### config.mk
export PLATFORM = sky130hd
export DESIGN_NAME = reg_bank
export DESIGN_NICKNAME = d
export VERILOG_FILES = /design/src/rtl/reg_bank_pkg.sv /design/src/rtl/reg_alu.sv /design/src/rtl/reg_bank.sv
export SDC_FILE = /design/constraint.sdc
export NUM_CORES = 1
export LEC_CHECK = 0
export CORE_ASPECT_RATIO = 1.4
export CORE_UTILIZATION = 51
export DETAILED_ROUTE_END_ITERATION = 8
export GPL_TIMING_DRIVEN = 0
export PLACE_DENSITY_LB_ADDON = 0.15
export SYNTH_ARGS = -nofsm -noshare
export SYNTH_HDL_FRONTEND = slang
export SYNTH_SLANG_ARGS = --single-unit
export TNS_END_PERCENT = 100
### constraint.sdc
create_clock -name clk -period 8.22 [get_ports clk]
set_input_delay 0.822 -clock clk [delete_from_list [all_inputs] [get_ports clk]]
set_output_delay 0.822 -clock clk [all_outputs]
set_load 0.005 [all_outputs]
### src/rtl/reg_bank_pkg.sv
// Shared operation encodings for the register bank and its ALU.
package reg_bank_pkg;

  typedef logic [1:0] op_t;

  localparam op_t OP_LOAD  = 2'b00;
  localparam op_t OP_INC   = 2'b01;
  localparam op_t OP_CLEAR = 2'b10;
  localparam op_t OP_ACC   = 2'b11;

endpackage

### src/rtl/reg_alu.sv
// Combinational next-value unit: computes the updated register word and the
// wrap-around carry for the selected operation.
module reg_alu
  import reg_bank_pkg::*;
#(
  parameter int unsigned DATA_WIDTH = 8
) (
  input  logic [1:0]            op,
  input  logic [DATA_WIDTH-1:0] cur,
  input  logic [DATA_WIDTH-1:0] operand,
  output logic [DATA_WIDTH-1:0] nxt,
  output logic                  carry
);

  logic [DATA_WIDTH:0] sum;

  always_comb begin
    sum   = '0;
    nxt   = cur;
    carry = 1'b0;
    case (op)
      OP_LOAD:  nxt = operand;
      OP_INC: begin
        sum   = {1'b0, cur} + {{DATA_WIDTH{1'b0}}, 1'b1};
        nxt   = sum[DATA_WIDTH-1:0];
        carry = sum[DATA_WIDTH];
      end
      OP_CLEAR: nxt = '0;
      OP_ACC: begin
        sum   = {1'b0, cur} + {1'b0, operand};
        nxt   = sum[DATA_WIDTH-1:0];
        carry = sum[DATA_WIDTH];
      end
      default:  nxt = cur;
    endcase
  end

endmodule

### src/rtl/reg_bank.sv
// Flop-based register bank with one read-modify-write port, two registered
// read ports with write-through bypass, and a wrap (overflow) pulse.
module reg_bank
  import reg_bank_pkg::*;
#(
  parameter int unsigned DATA_WIDTH = 8,
  parameter int unsigned NUM_REGS   = 8,
  parameter int unsigned ADDR_WIDTH = $clog2(NUM_REGS)
) (
  input  logic                  clk,
  input  logic                  rst,
  input  logic                  we,
  input  logic [1:0]            op,
  input  logic [ADDR_WIDTH-1:0] wr_addr,
  input  logic [DATA_WIDTH-1:0] data_in,
  input  logic [ADDR_WIDTH-1:0] rd_addr_a,
  input  logic [ADDR_WIDTH-1:0] rd_addr_b,
  output logic [DATA_WIDTH-1:0] rd_data_a,
  output logic [DATA_WIDTH-1:0] rd_data_b,
  output logic                  ovf
);

  logic [DATA_WIDTH-1:0] regs_q [NUM_REGS];
  logic [DATA_WIDTH-1:0] regs_d [NUM_REGS];
  logic [NUM_REGS-1:0]   wr_hit;
  logic                  wr_valid;
  logic [DATA_WIDTH-1:0] cur_val;
  logic [DATA_WIDTH-1:0] alu_nxt;
  logic                  alu_carry;
  logic [DATA_WIDTH-1:0] rd_a_d, rd_a_q;
  logic [DATA_WIDTH-1:0] rd_b_d, rd_b_q;
  logic                  ovf_d, ovf_q;

  // Out-of-range write addresses match no entry, so they fall out as no-ops.
  always_comb begin
    wr_hit  = '0;
    cur_val = '0;
    for (int i = 0; i < NUM_REGS; i++) begin
      wr_hit[i] = we && (wr_addr == ADDR_WIDTH'(i));
      if (wr_hit[i]) cur_val = regs_q[i];
    end
  end

  assign wr_valid = |wr_hit;

  reg_alu #(
    .DATA_WIDTH(DATA_WIDTH)
  ) u_alu (
    .op     (op),
    .cur    (cur_val),
    .operand(data_in),
    .nxt    (alu_nxt),
    .carry  (alu_carry)
  );

  always_comb begin
    for (int i = 0; i < NUM_REGS; i++) begin
      regs_d[i] = wr_hit[i] ? alu_nxt : regs_q[i];
    end
  end

  // Reads see the post-operation value when they target the register being written.
  always_comb begin
    rd_a_d = '0;
    rd_b_d = '0;
    for (int i = 0; i < NUM_REGS; i++) begin
      if (rd_addr_a == ADDR_WIDTH'(i)) rd_a_d = regs_d[i];
      if (rd_addr_b == ADDR_WIDTH'(i)) rd_b_d = regs_d[i];
    end
  end

  assign ovf_d = wr_valid && alu_carry;

  always_ff @(posedge clk) begin
    if (rst) begin
      for (int i = 0; i < NUM_REGS; i++) regs_q[i] <= '0;
      rd_a_q <= '0;
      rd_b_q <= '0;
      ovf_q  <= 1'b0;
    end else begin
      for (int i = 0; i < NUM_REGS; i++) regs_q[i] <= regs_d[i];
      rd_a_q <= rd_a_d;
      rd_b_q <= rd_b_d;
      ovf_q  <= ovf_d;
    end
  end

  assign rd_data_a = rd_a_q;
  assign rd_data_b = rd_b_q;
  assign ovf       = ovf_q;

endmodule

# Word level (Yosys, flattened, before mapping)
# Memory sizes are Yosys's and may differ from the RTL's.
# Cells that the tools add are included.
[classes]
n_mux = 45
multipliers = 0
reduce_logical = 14
n_addsub = 2
div_mod_pow = 0
bitwise = 8
n_eq_ne = 24
shifts = 0
magnitude_cmp = 0
[op_table]
columns = ["cell", "count"]
rows = [
  ["8-bit 2-to-1 mux", 40],
  ["3-bit equality test, second input constant", 12],
  ["8-bit one-hot mux with 4 select lines", 1],
  ["3-bit by 2-bit equality test with 1-bit output, second input constant", 6],
  ["8-bit by 1-bit adder with 9-bit output, second input constant", 1],
  ["8-bit by 8-bit adder with 9-bit output", 1],
  ["3-bit by 1-bit equality test with 1-bit output, second input constant", 3],
  ["1-bit logical AND", 9],
  ["3-bit logical NOT", 3],
  ["1-bit OR", 8],
  ["8-bit OR reduction", 1],
  ["2-bit equality test, second input constant", 2],
  ["1-bit 2-to-1 mux", 3],
  ["2-bit by 1-bit equality test with 1-bit output, second input constant", 1],
  ["2-bit logical NOT", 1],
  ["1-bit one-hot mux with 2 select lines", 1],
]
[totals]
mem_bits_ro = 0
ramBits = 64
input_bits = 22
latchBits = 0
register_bits = 17
word_cells = 97
mem_count = 1
[mem_list]
columns = ["memory", "words", "word_bits", "read_ports", "rd_clocked_by_memory_dff", "wr", "line_no", "source"]
rows = [
  ["regs_q", 8, 8, 8, 0, 8, "reg_bank.sv:23", "logic [DATA_WIDTH-1:0] regs_q [NUM_REGS];"],
]

# Logic depth before layout (Yosys ltp)
# Gate-level depths: netlist (run 1).
[depth]
depth_word = 21
ltp_mapped = 21
depth_no_buf = 18

# Cells and area by module
# A second synthesis (run 1) with hierarchy kept.
[unflattened]
cells_unflattened = 648
area_unflattened_um2 = 5352.6
[by_module_without_submodules]
columns = ["mod", "cells_per_inst", "n_inst", "area_each_um2"]
rows = [
  ["reg_bank", 556, 1, 4714.5],
  ["reg_alu", 92, 1, 638.1],
]

# Worst setup path after synthesis (run 1)
# No wires, ideal clock.
[synth_path]
path_type = "input -> register"
startpoint = "in wr_addr[0]"
endpoint = "reg rd_a_q[6], in the netlist rd_data_a[6]"
cell_stages = 21
setup_slack_ns = 4.149
arrival_time_ns = 4.011
setup_ns = 0.060
required_ns = 8.160
path_cell_list = "buf_6 > and4bb_1 > buf_4 > a31o_1 > a31oi_1 > o22ai_2 > ha_1 > inv_1 > fa_1 > nor2b_1 > o21ai_0 > a21boi_0 > o21ai_0 > nand2b_1 > xor2_1 > a22oi_1 > o21ai_2 > buf_2 > o21ai_1 > a311oi_1 > o221a_1"
[synth_between]
elab_chain_len = 21
[synth_lines]
columns = ["element", "line_no", "source"]
rows = [
  ["from (decl)", "reg_bank.sv:14", "input logic [ADDR_WIDTH-1:0] wr_addr,"],
  ["3-bit logical NOT", "reg_bank.sv:39", "wr_hit[i] = we && (wr_addr == ADDR_WIDTH'(i));"],
  ["1-bit logical AND", "reg_bank.sv:39", ""],
  ["8-bit 2-to-1 mux (8 in a row)", "reg_bank.sv:40", "if (wr_hit[i]) cur_val = regs_q[i];"],
  ["8-bit by 8-bit adder with 9-bit output or 8-bit by 1-bit adder with 9-bit output (tied branches)", "reg_alu.sv:30, reg_alu.sv:24", ""],
  ["8-bit one-hot mux with 4 select lines", "reg_alu.sv:21", "case (op)"],
  ["8-bit 2-to-1 mux", "reg_bank.sv:58", "regs_d[i] = wr_hit[i] ? alu_nxt : regs_q[i];"],
  ["8-bit 2-to-1 mux (7 in a row)", "reg_bank.sv:67", "if (rd_addr_a == ADDR_WIDTH'(i)) rd_a_d = regs_d[i];"],
  ["8-bit 2-to-1 mux *", "reg_bank.sv:67", ""],
  ["to (signal assigned)", "reg_bank.sv:82", "rd_a_q <= rd_a_d;"],
  ["to (decl)", "reg_bank.sv:30", "logic [DATA_WIDTH-1:0] rd_a_d, rd_a_q;"],
]
# Mark *: on every way between the ends. The rest lies on a longest branch, timed or not.
# A chain may end at the register's enable or synchronous reset.

# Final worst setup path (run 1)
[layout_path]
startpoint = "in wr_addr[2]"
endpoint = "reg rd_a_q[6], in the netlist rd_data_a[6]"
# Same word-level chain as after synthesis.

==> impl_metrics.csv, run 1 <==
group,metric,value,unit
route,drt.antenna.violating_nets,0,
global_route,grt_antenna_before_repair,0,
power_and_ir_drop,vdd.ir_drop.worst,0.000173,V
timing,hold-worst-slack,514,ps
timing,setup_viol,0,
global_route,use_met1,48.5,%
critical_path,r2r.worst_path.cells,18,
timing,finalSetupTns,0,ps
route,avgViaCountPerCell,6.71,
timing,tightestPinTransition,1030,ps
synthesis,synth_fp_nets,755,
critical_path,r2r-start,"regs_q[0][8]",
placement,buffer_ports.inserted,28,
synthesis,postSynthCellCount,723,
final_layout,fill_cells,1000,
critical_path,endpoint_kind_of_the_worst_setup_timing_path,"flip-flop",
die,initial_core_util,53.2,%
synthesis,netlist_area,5600,µm²
placement,placer_congestion_estimate,1.02,
synthesis,synth.yosys.warnings,0,
synthesis,synth.lib_cells_used.distinct,84,
critical_path,worstSetupStartpointType,"primary input",
timing,rsz0062_at_grt,"false",
power_and_ir_drop,power_density,165,nW/µm²
route,avgRoutedWirePerCell,24.8,µm
hold_path,min_path_cells,2,
clocking,reg_clk_slew_reported_paths,60,ps
die,floorplan.io_pins,39,
global_route,grt_use_met3,7.43,%
synthesis,async_reset_ff_share,0,%
synthesis,yosysSeqAreaShare,29.0,%
hold_path,hold_path_end,"regs_q[0][19]",
clocking,clockBufferDepth,2,
final_layout,multi_input_comb_area,3560,µm²
timing,relSlewSlack,31.1,%
synthesis,post_synth.cell_area_avg,7.74,µm²
placement,place.detailed.hpwl,16700,µm
job,drv_cap,0,
timing,max_freq,197,MHz
critical_path,required,8450,ps
power_and_ir_drop,power.total,1050,µW
timing,timing.final.max_slew_violations,0,
global_route,grt-ovfl-total,0,
hold_path,worst_hold_check_path_type,"flip-flop to flip-flop",
critical_path,critical_path.reg2reg.endpoint,"rd_data_a[6]",
global_route,gr-max-usage-layer,"met2",
clocking,cts-htree-levels,3,
die,coreArea,10500,µm²
route,drt_pre_antenna_iters,7,
final_layout,regArea,1620,µm²
final_layout,area_delta_synth_final,13.7,%
global_route,pin_count_of_the_biggest_net_entering_global_routing,14,
die,placement_rows,44,
clocking,insertion_delay,350,ps
route,via_count,6081,
critical_path,worst-path-max-fanout,10,
clocking,clock_sinks,81,
die,floorplan.die_area,11400,µm²
run_status,outcome,"finished, final reports clean",
global_route,globalRouteMet2Util,63.3,%
die,dieWidth,90.5,µm
route,dr.first_iter.drc_count,707,
timing,post-route-min-period,5090,ps
timing,period_share,61.9,%
global_route,number_of_global_route_vias_before_repair,5868,
critical_path,crit_arrival,5320,ps
global_route,gr-usage-all-layers,40.0,%
clocking,cts_root_buf,"sky130_fd_sc_hd__clkbuf_16",
global_route,grt_first_pass_wirelength,34100,µm
synthesis,postSynthRegisterBits,81,
route,routed_wirelength,22500,µm
clocking,tritoncts,"yes",
clocking,cts-hold-fix-buffers,0,
critical_path,worst-r2r-setup-slack,4280,ps
clocking,cts_buffers,9,
timing,finalHoldViolations,0,
clocking,post-cts-setup-buffers,0,
synthesis,synth_enable_flop_cells,0,
critical_path,path_class,"primary input to flip-flop",
clocking,cts_resized,0,
final_layout,n_antenna_cell,0,
power_and_ir_drop,p_leak,0.00228,µW
final_layout,fin_nets,795,
route,drc_violation_count_after_routing,0,
timing,worst_case_clock_skew,9.05,ps
final_layout,post_route_cells_drive_above_1_share,9.77,%
hold_path,min_from,"regs_q[0][19]",
synthesis,dominantRegCellSynth,"sky130_fd_sc_hd__dfxtp_1",
die,die_h,126,µm
==> stage by stage <==
step / std cells / setup WS [ps] / util (%) / area [µm²]
after global routing: 906 / 2840 / 60.5 / 6360
after CTS: 906 / 3200 / 60.5 / 6360
final: 906 / 3130 / 60.5 / 6360
after detailed placement: 890 / 2850 / 57.7 / 6070
after global placement: 889 / 2900 / 57.5 / 6050
after floorplan: 723 / 4150 / - / 5600
==> where the power goes <==
group | internal [µW] | switching [µW]
Combinational | 81.6 | 147
Sequential | 406 | 6.85
Clock | 243 | 169
Total | 730 | 322
==> cells in the mapped netlist (5+ instances only) <==
cell | number | area share, %
sky130_fd_sc_hd__clkbuf_1 | 39 | 2.6
sky130_fd_sc_hd__ha_1 | 9 | 2.0
sky130_fd_sc_hd__a21o_1 | 7 | 0.94
sky130_fd_sc_hd__nor2_1 | 111 | 7.4
sky130_fd_sc_hd__buf_6 | 9 | 1.8
sky130_fd_sc_hd__a211oi_1 | 16 | 2.1
sky130_fd_sc_hd__a22o_1 | 5 | 0.78
sky130_fd_sc_hd__o22ai_1 | 8 | 0.89
sky130_fd_sc_hd__nand2b_1 | 11 | 1.2
sky130_fd_sc_hd__a22oi_1 | 6 | 0.80
sky130_fd_sc_hd__o21ai_0 | 44 | 3.9
sky130_fd_sc_hd__a21oi_1 | 55 | 4.9
sky130_fd_sc_hd__inv_1 | 22 | 1.5
sky130_fd_sc_hd__o21ai_1 | 9 | 0.80
sky130_fd_sc_hd__mux4_2 | 10 | 4.0
sky130_fd_sc_hd__mux2i_1 | 21 | 3.8
sky130_fd_sc_hd__xnor2_1 | 8 | 1.3
sky130_fd_sc_hd__buf_2 | 7 | 0.63
sky130_fd_sc_hd__a31oi_1 | 16 | 1.8
sky130_fd_sc_hd__nand3_1 | 13 | 1.2
sky130_fd_sc_hd__o211ai_1 | 9 | 1.2
sky130_fd_sc_hd__nor2b_1 | 27 | 3.0
sky130_fd_sc_hd__dfxtp_1 | 81 | 29
sky130_fd_sc_hd__nand2_1 | 57 | 3.8
sky130_fd_sc_hd__and2_1 | 5 | 0.56
sky130_fd_sc_hd__nor3_1 | 23 | 2.1
sky130_fd_sc_hd__a221oi_1 | 5 | 0.78
==> logic make-up (layout without fill, tap and decap cells) <==
logic type | count (synthesis) | in the layout | synth area share [%]
AOI/OAI and AO/OA | 231 | 231 | 27.8
xor gates and xnor gates | 10 | 10 | 1.57
adders and majority gates | 10 | 10 | 2.37
buffers and inverters | 85 | 130 | 7.47
DFF | 81 | 81 | 29.0
muxes | 36 | 36 | 8.83
and+or+nand+nor | 270 | 270 | 23.0
==> worst max-delay path, stage by stage <==
cell,delay [ps]
sky130_fd_sc_hd__clkdlybuf4s50_1,490
sky130_fd_sc_hd__buf_4,210
sky130_fd_sc_hd__and4bb_1,210
sky130_fd_sc_hd__buf_4,210
sky130_fd_sc_hd__a31o_1,140
sky130_fd_sc_hd__a31oi_1,50
sky130_fd_sc_hd__o22ai_2,340
sky130_fd_sc_hd__ha_1,240
sky130_fd_sc_hd__inv_1,60
sky130_fd_sc_hd__fa_1,430
sky130_fd_sc_hd__nor2b_1,110
sky130_fd_sc_hd__o21ai_0,120
sky130_fd_sc_hd__a21boi_0,250
sky130_fd_sc_hd__o21ai_0,120
sky130_fd_sc_hd__nand2b_1,160
sky130_fd_sc_hd__xor2_1,90
sky130_fd_sc_hd__a22oi_1,180
sky130_fd_sc_hd__o21ai_2,180
sky130_fd_sc_hd__o21ai_0,480
sky130_fd_sc_hd__o22ai_1,140
sky130_fd_sc_hd__o221a_1,280
==> layout by cell type, fill, tap and decap left out, drive strengths merged, types with 22 or more instances in the layout <==
| master | netlist | routed |
|---|---|---|
| a21oi | 57 | 57 |
| clkbuf | 39 | 50 |
| clkdlybuf4s50 | 0 | 28 |
| dfxtp | 81 | 81 |
| inv | 24 | 24 |
| mux2i | 22 | 22 |
| nand2 | 57 | 57 |
| nor2 | 113 | 113 |
| nor2b | 27 | 27 |
| nor3 | 24 | 24 |
| o21ai | 54 | 54 |
==> area by class of cell <==
| class | count | area share (%) |
|---|---|---|
| repair buffers | 29 | 4.58 |
| inverters | 26 | 1.53 |
| clock inverters | 5 | 0.865 |
| plain buffers | 59 | 5.03 |
| flip-flops and latches | 81 | 25.5 |
| clock buffers | 11 | 3.81 |
| multi-input cells | 557 | 56.0 |
| well taps | 138 | 2.71 |
==> worst max path at each step <==
stage                     depth (start not counted)  slack (ps)            to  startpoint
after global placement                           21        2900  rd_data_a[6]  wr_addr[2]
after CTS                                        21        3200  rd_data_a[6]  wr_addr[2]
after floorplan                                  21        4150  rd_data_a[6]  wr_addr[0]
after global routing                             22        2840  rd_data_a[6]  wr_addr[2]
final                                            21        3130  rd_data_a[6]  wr_addr[2]
after detailed placement                         21        2850  rd_data_a[6]  wr_addr[2]
==> state kept, by name (all words and copies together), names as in the netlist <==
register,cells
rd_data_b,8
ovf,1
rd_data_a,8
regs_q,64
==> layer usage <==
| metal | vias to the layer above | routed length [µm] | part of all wire [%] |
|---|---|---|---|
| met1 | 2854 | 8640 | 38 |
| met2 | 431 | 10100 | 45 |
| met3 | 109 | 2050 | 9.1 |
| met4 | 0 | 1680 | 7.4 |
| met5 | - | 0 | 0 |
| li1 | 2687 | - | - |
Note: power is estimated with default switching activity, not from simulation.
==> run 2, diff against run 1 <==
- clock period: 8.22 -> 4.9 ns (I/O delays scaled with it)
==> impl_metrics.csv, run 2 (synthesized netlist as in run 1, its figures left out) <==
group,metric,value,unit
clocking,clockBufferDepth,2,
die,initial_core_util,53.2,%
final_layout,fin_nets,797,
clocking,clock_sinks,81,
placement,place.detailed.hpwl,16700,µm
die,floorplan.io_pins,39,
power_and_ir_drop,power_density,277,nW/µm²
clocking,cts-htree-levels,3,
clocking,tritoncts,"yes",
global_route,grt_antenna_before_repair,0,
global_route,grt_first_pass_wirelength,34100,µm
timing,period_share,93.9,%
critical_path,endpoint_kind_of_the_worst_setup_timing_path,"flip-flop",
timing,post-route-min-period,4600,ps
timing,max_freq,217,MHz
critical_path,worstSetupStartpointType,"primary input",
die,floorplan.die_area,11400,µm²
final_layout,most-common-layout-cells,"111 x sky130_fd_sc_hd__nor2_1, 81 x sky130_fd_sc_hd__dfxtp_1, 57 x sky130_fd_sc_hd__nand2_1",
job,drv_cap,0,
global_route,grt-ovfl-total,0,
placement,post-place-cells,890,
route,via_count,6093,
clocking,reg_clk_slew_reported_paths,60,ps
global_route,gr-usage-all-layers,40.0,%
timing,setup_viol,0,
critical_path,path_class,"primary input to flip-flop",
placement,placer_congestion_estimate,1.02,
power_and_ir_drop,power.total,1770,µW
final_layout,n_antenna_cell,0,
die,dieWidth,90.5,µm
final_layout,post_route_cells_drive_above_1_share,10.0,%
critical_path,worst-path-max-fanout,10,
power_and_ir_drop,vdd.ir_drop.worst,0.000288,V
route,drt_pre_antenna_iters,7,
placement,buffer_ports.inserted,28,
power_and_ir_drop,p_leak,0.00229,µW
timing,timing.final.max_slew_violations,0,
final_layout,fill_cells,1000,
hold_path,worst_hold_check_path_type,"flip-flop to flip-flop",
die,coreArea,10500,µm²
clocking,cts-hold-fix-buffers,0,
timing,hold-worst-slack,505,ps
timing,rsz0062_at_grt,"false",
final_layout,post_layout_nonfiller_instances,908,
clocking,cts_root_buf,"sky130_fd_sc_hd__clkbuf_16",
final_layout,largest_register_ffs,64,
route,avgRoutedWirePerCell,24.8,µm
final_layout,most_common_cell_after_layout_fill_and_taps_aside,"sky130_fd_sc_hd__nor2_1",
final_layout,largest_register,"regs_q",
timing,worst_case_clock_skew,8.61,ps
die,placement_rows,44,
timing,relSlewSlack,32.7,%
route,drc_violation_count_after_routing,0,
timing,finalHoldViolations,0,
critical_path,required,5190,ps
global_route,pin_count_of_the_biggest_net_entering_global_routing,14,
global_route,number_of_global_route_vias_before_repair,5868,
timing,tightestPinTransition,1000,ps
route,drt.antenna.violating_nets,0,
final_layout,area_delta_synth_final,14.0,%
timing,finalSetupTns,0,ps
clocking,insertion_delay,350,ps
run_status,outcome,"finished, final reports clean",
clocking,cts_buffers,9,
route,avgViaCountPerCell,6.71,
route,dr.first_iter.drc_count,771,
route,routed_wirelength,22500,µm
critical_path,crit_arrival,4890,ps
die,die_h,126,µm
## run 2: cell count changes in the layout (fill, tap and decap cells not counted)
| cell | previous run | this run |
|---|---|---|
| sky130_fd_sc_hd__a21boi_1 | 1 | 2 |
| sky130_fd_sc_hd__o21ai_1 | 9 | 10 |
| sky130_fd_sc_hd__buf_2 | 7 | 6 |
| sky130_fd_sc_hd__buf_4 | 3 | 6 |
| sky130_fd_sc_hd__a21boi_0 | 1 | 0 |
| sky130_fd_sc_hd__o21ai_0 | 44 | 43 |
## run 2: critical path, stage by stage
cell                              delay [ps]
sky130_fd_sc_hd__clkdlybuf4s50_1         490
sky130_fd_sc_hd__buf_4                   200
sky130_fd_sc_hd__and4bb_1                210
sky130_fd_sc_hd__buf_4                   210
sky130_fd_sc_hd__a31o_1                  140
sky130_fd_sc_hd__a31oi_1                  50
sky130_fd_sc_hd__o22ai_2                 310
sky130_fd_sc_hd__ha_1                    220
sky130_fd_sc_hd__inv_1                    60
sky130_fd_sc_hd__fa_1                    430
sky130_fd_sc_hd__nor2b_1                 120
sky130_fd_sc_hd__o21ai_0                 120
sky130_fd_sc_hd__a21boi_1                210
sky130_fd_sc_hd__o21ai_0                 110
sky130_fd_sc_hd__nand2b_1                160
sky130_fd_sc_hd__xor2_1                  160
sky130_fd_sc_hd__a22oi_1                 100
sky130_fd_sc_hd__o21ai_2                 210
sky130_fd_sc_hd__buf_4                   250
sky130_fd_sc_hd__o21bai_1                100
sky130_fd_sc_hd__o211ai_1                280
sky130_fd_sc_hd__o221a_1                 230
## run 2: final timing paths
path                                    start       endpoint  slack [ps]  cells after the start
worst min register to register  regs_q[0][19]  regs_q[0][19]         500                      2
worst max register to register  regs_q[1][25]   rd_data_b[7]        1090                     16
worst min-delay path            regs_q[0][19]  regs_q[0][19]         500                      2
worst max-delay path               wr_addr[2]   rd_data_a[6]         300                     22
## run 2: routing by layer
| metal | vias to the layer above | part of all wire (%) | track usage [%] |
|---|---|---|---|
| met1 | 2855 | 38 | 48.5 |
| met5 | - | 0 | 0 |
| met3 | 112 | 9.8 | 7.43 |
| li1 | 2697 | - | - |
| met2 | 429 | 45 | 63.3 |
| met4 | 0 | 7.3 | 29.0 |
## run 2: per-stage QoR
| step | setup slack (ps) | instance area, µm² | util (%) |
|---|---|---|---|
| 2_1_floorplan | 1160 | 5600 | - |
| 4_1_cts | 211 | 6360 | 60.5 |
| 6_report | 300 | 6380 | 60.7 |
| 5_1_grt | 42.2 | 6380 | 60.7 |
| 3_5_place_dp | -136 | 6070 | 57.7 |
| 3_3_place_gp | -88.7 | 6050 | 57.5 |
## run 2: area by class of cell
cell class                      count  area, µm²  share of cell area, %
Buffer                             59        323                   5.06
Sequential cell                    81       1620                   25.4
Clock inverter                      5       55.1                  0.863
Inverter                           26       97.6                   1.53
Clock buffer                       11        243                   3.80
Tap cell                          138        173                   2.71
Timing Repair Buffer               31        307                   4.80
Multi-Input combinational cell    557       3560                   55.8
## run 2: what timing repair did
action | 4_1_cts | 5_1_grt
resized for setup | 0 | 4
endpoints found under the hold margin | 0 | 0
setup endpoints to repair | 0 | 4
setup buffers | 0 | 2
## run 2: report_power, final
group	leakage, µW	internal, µW	total, µW	switching, µW
registers	0.000658	681	693	11.3
logic	0.00149	138	386	247
clock network	0.000142	407	689	282
total	0.00229	1230	1770	540
==> run 3, diff against run 2 <==
- CTS_CLUSTER_DIAMETER: not set -> 120
==> results of run 3 <==
No change in the layout: final DEF, timing and power equal those of run 2.
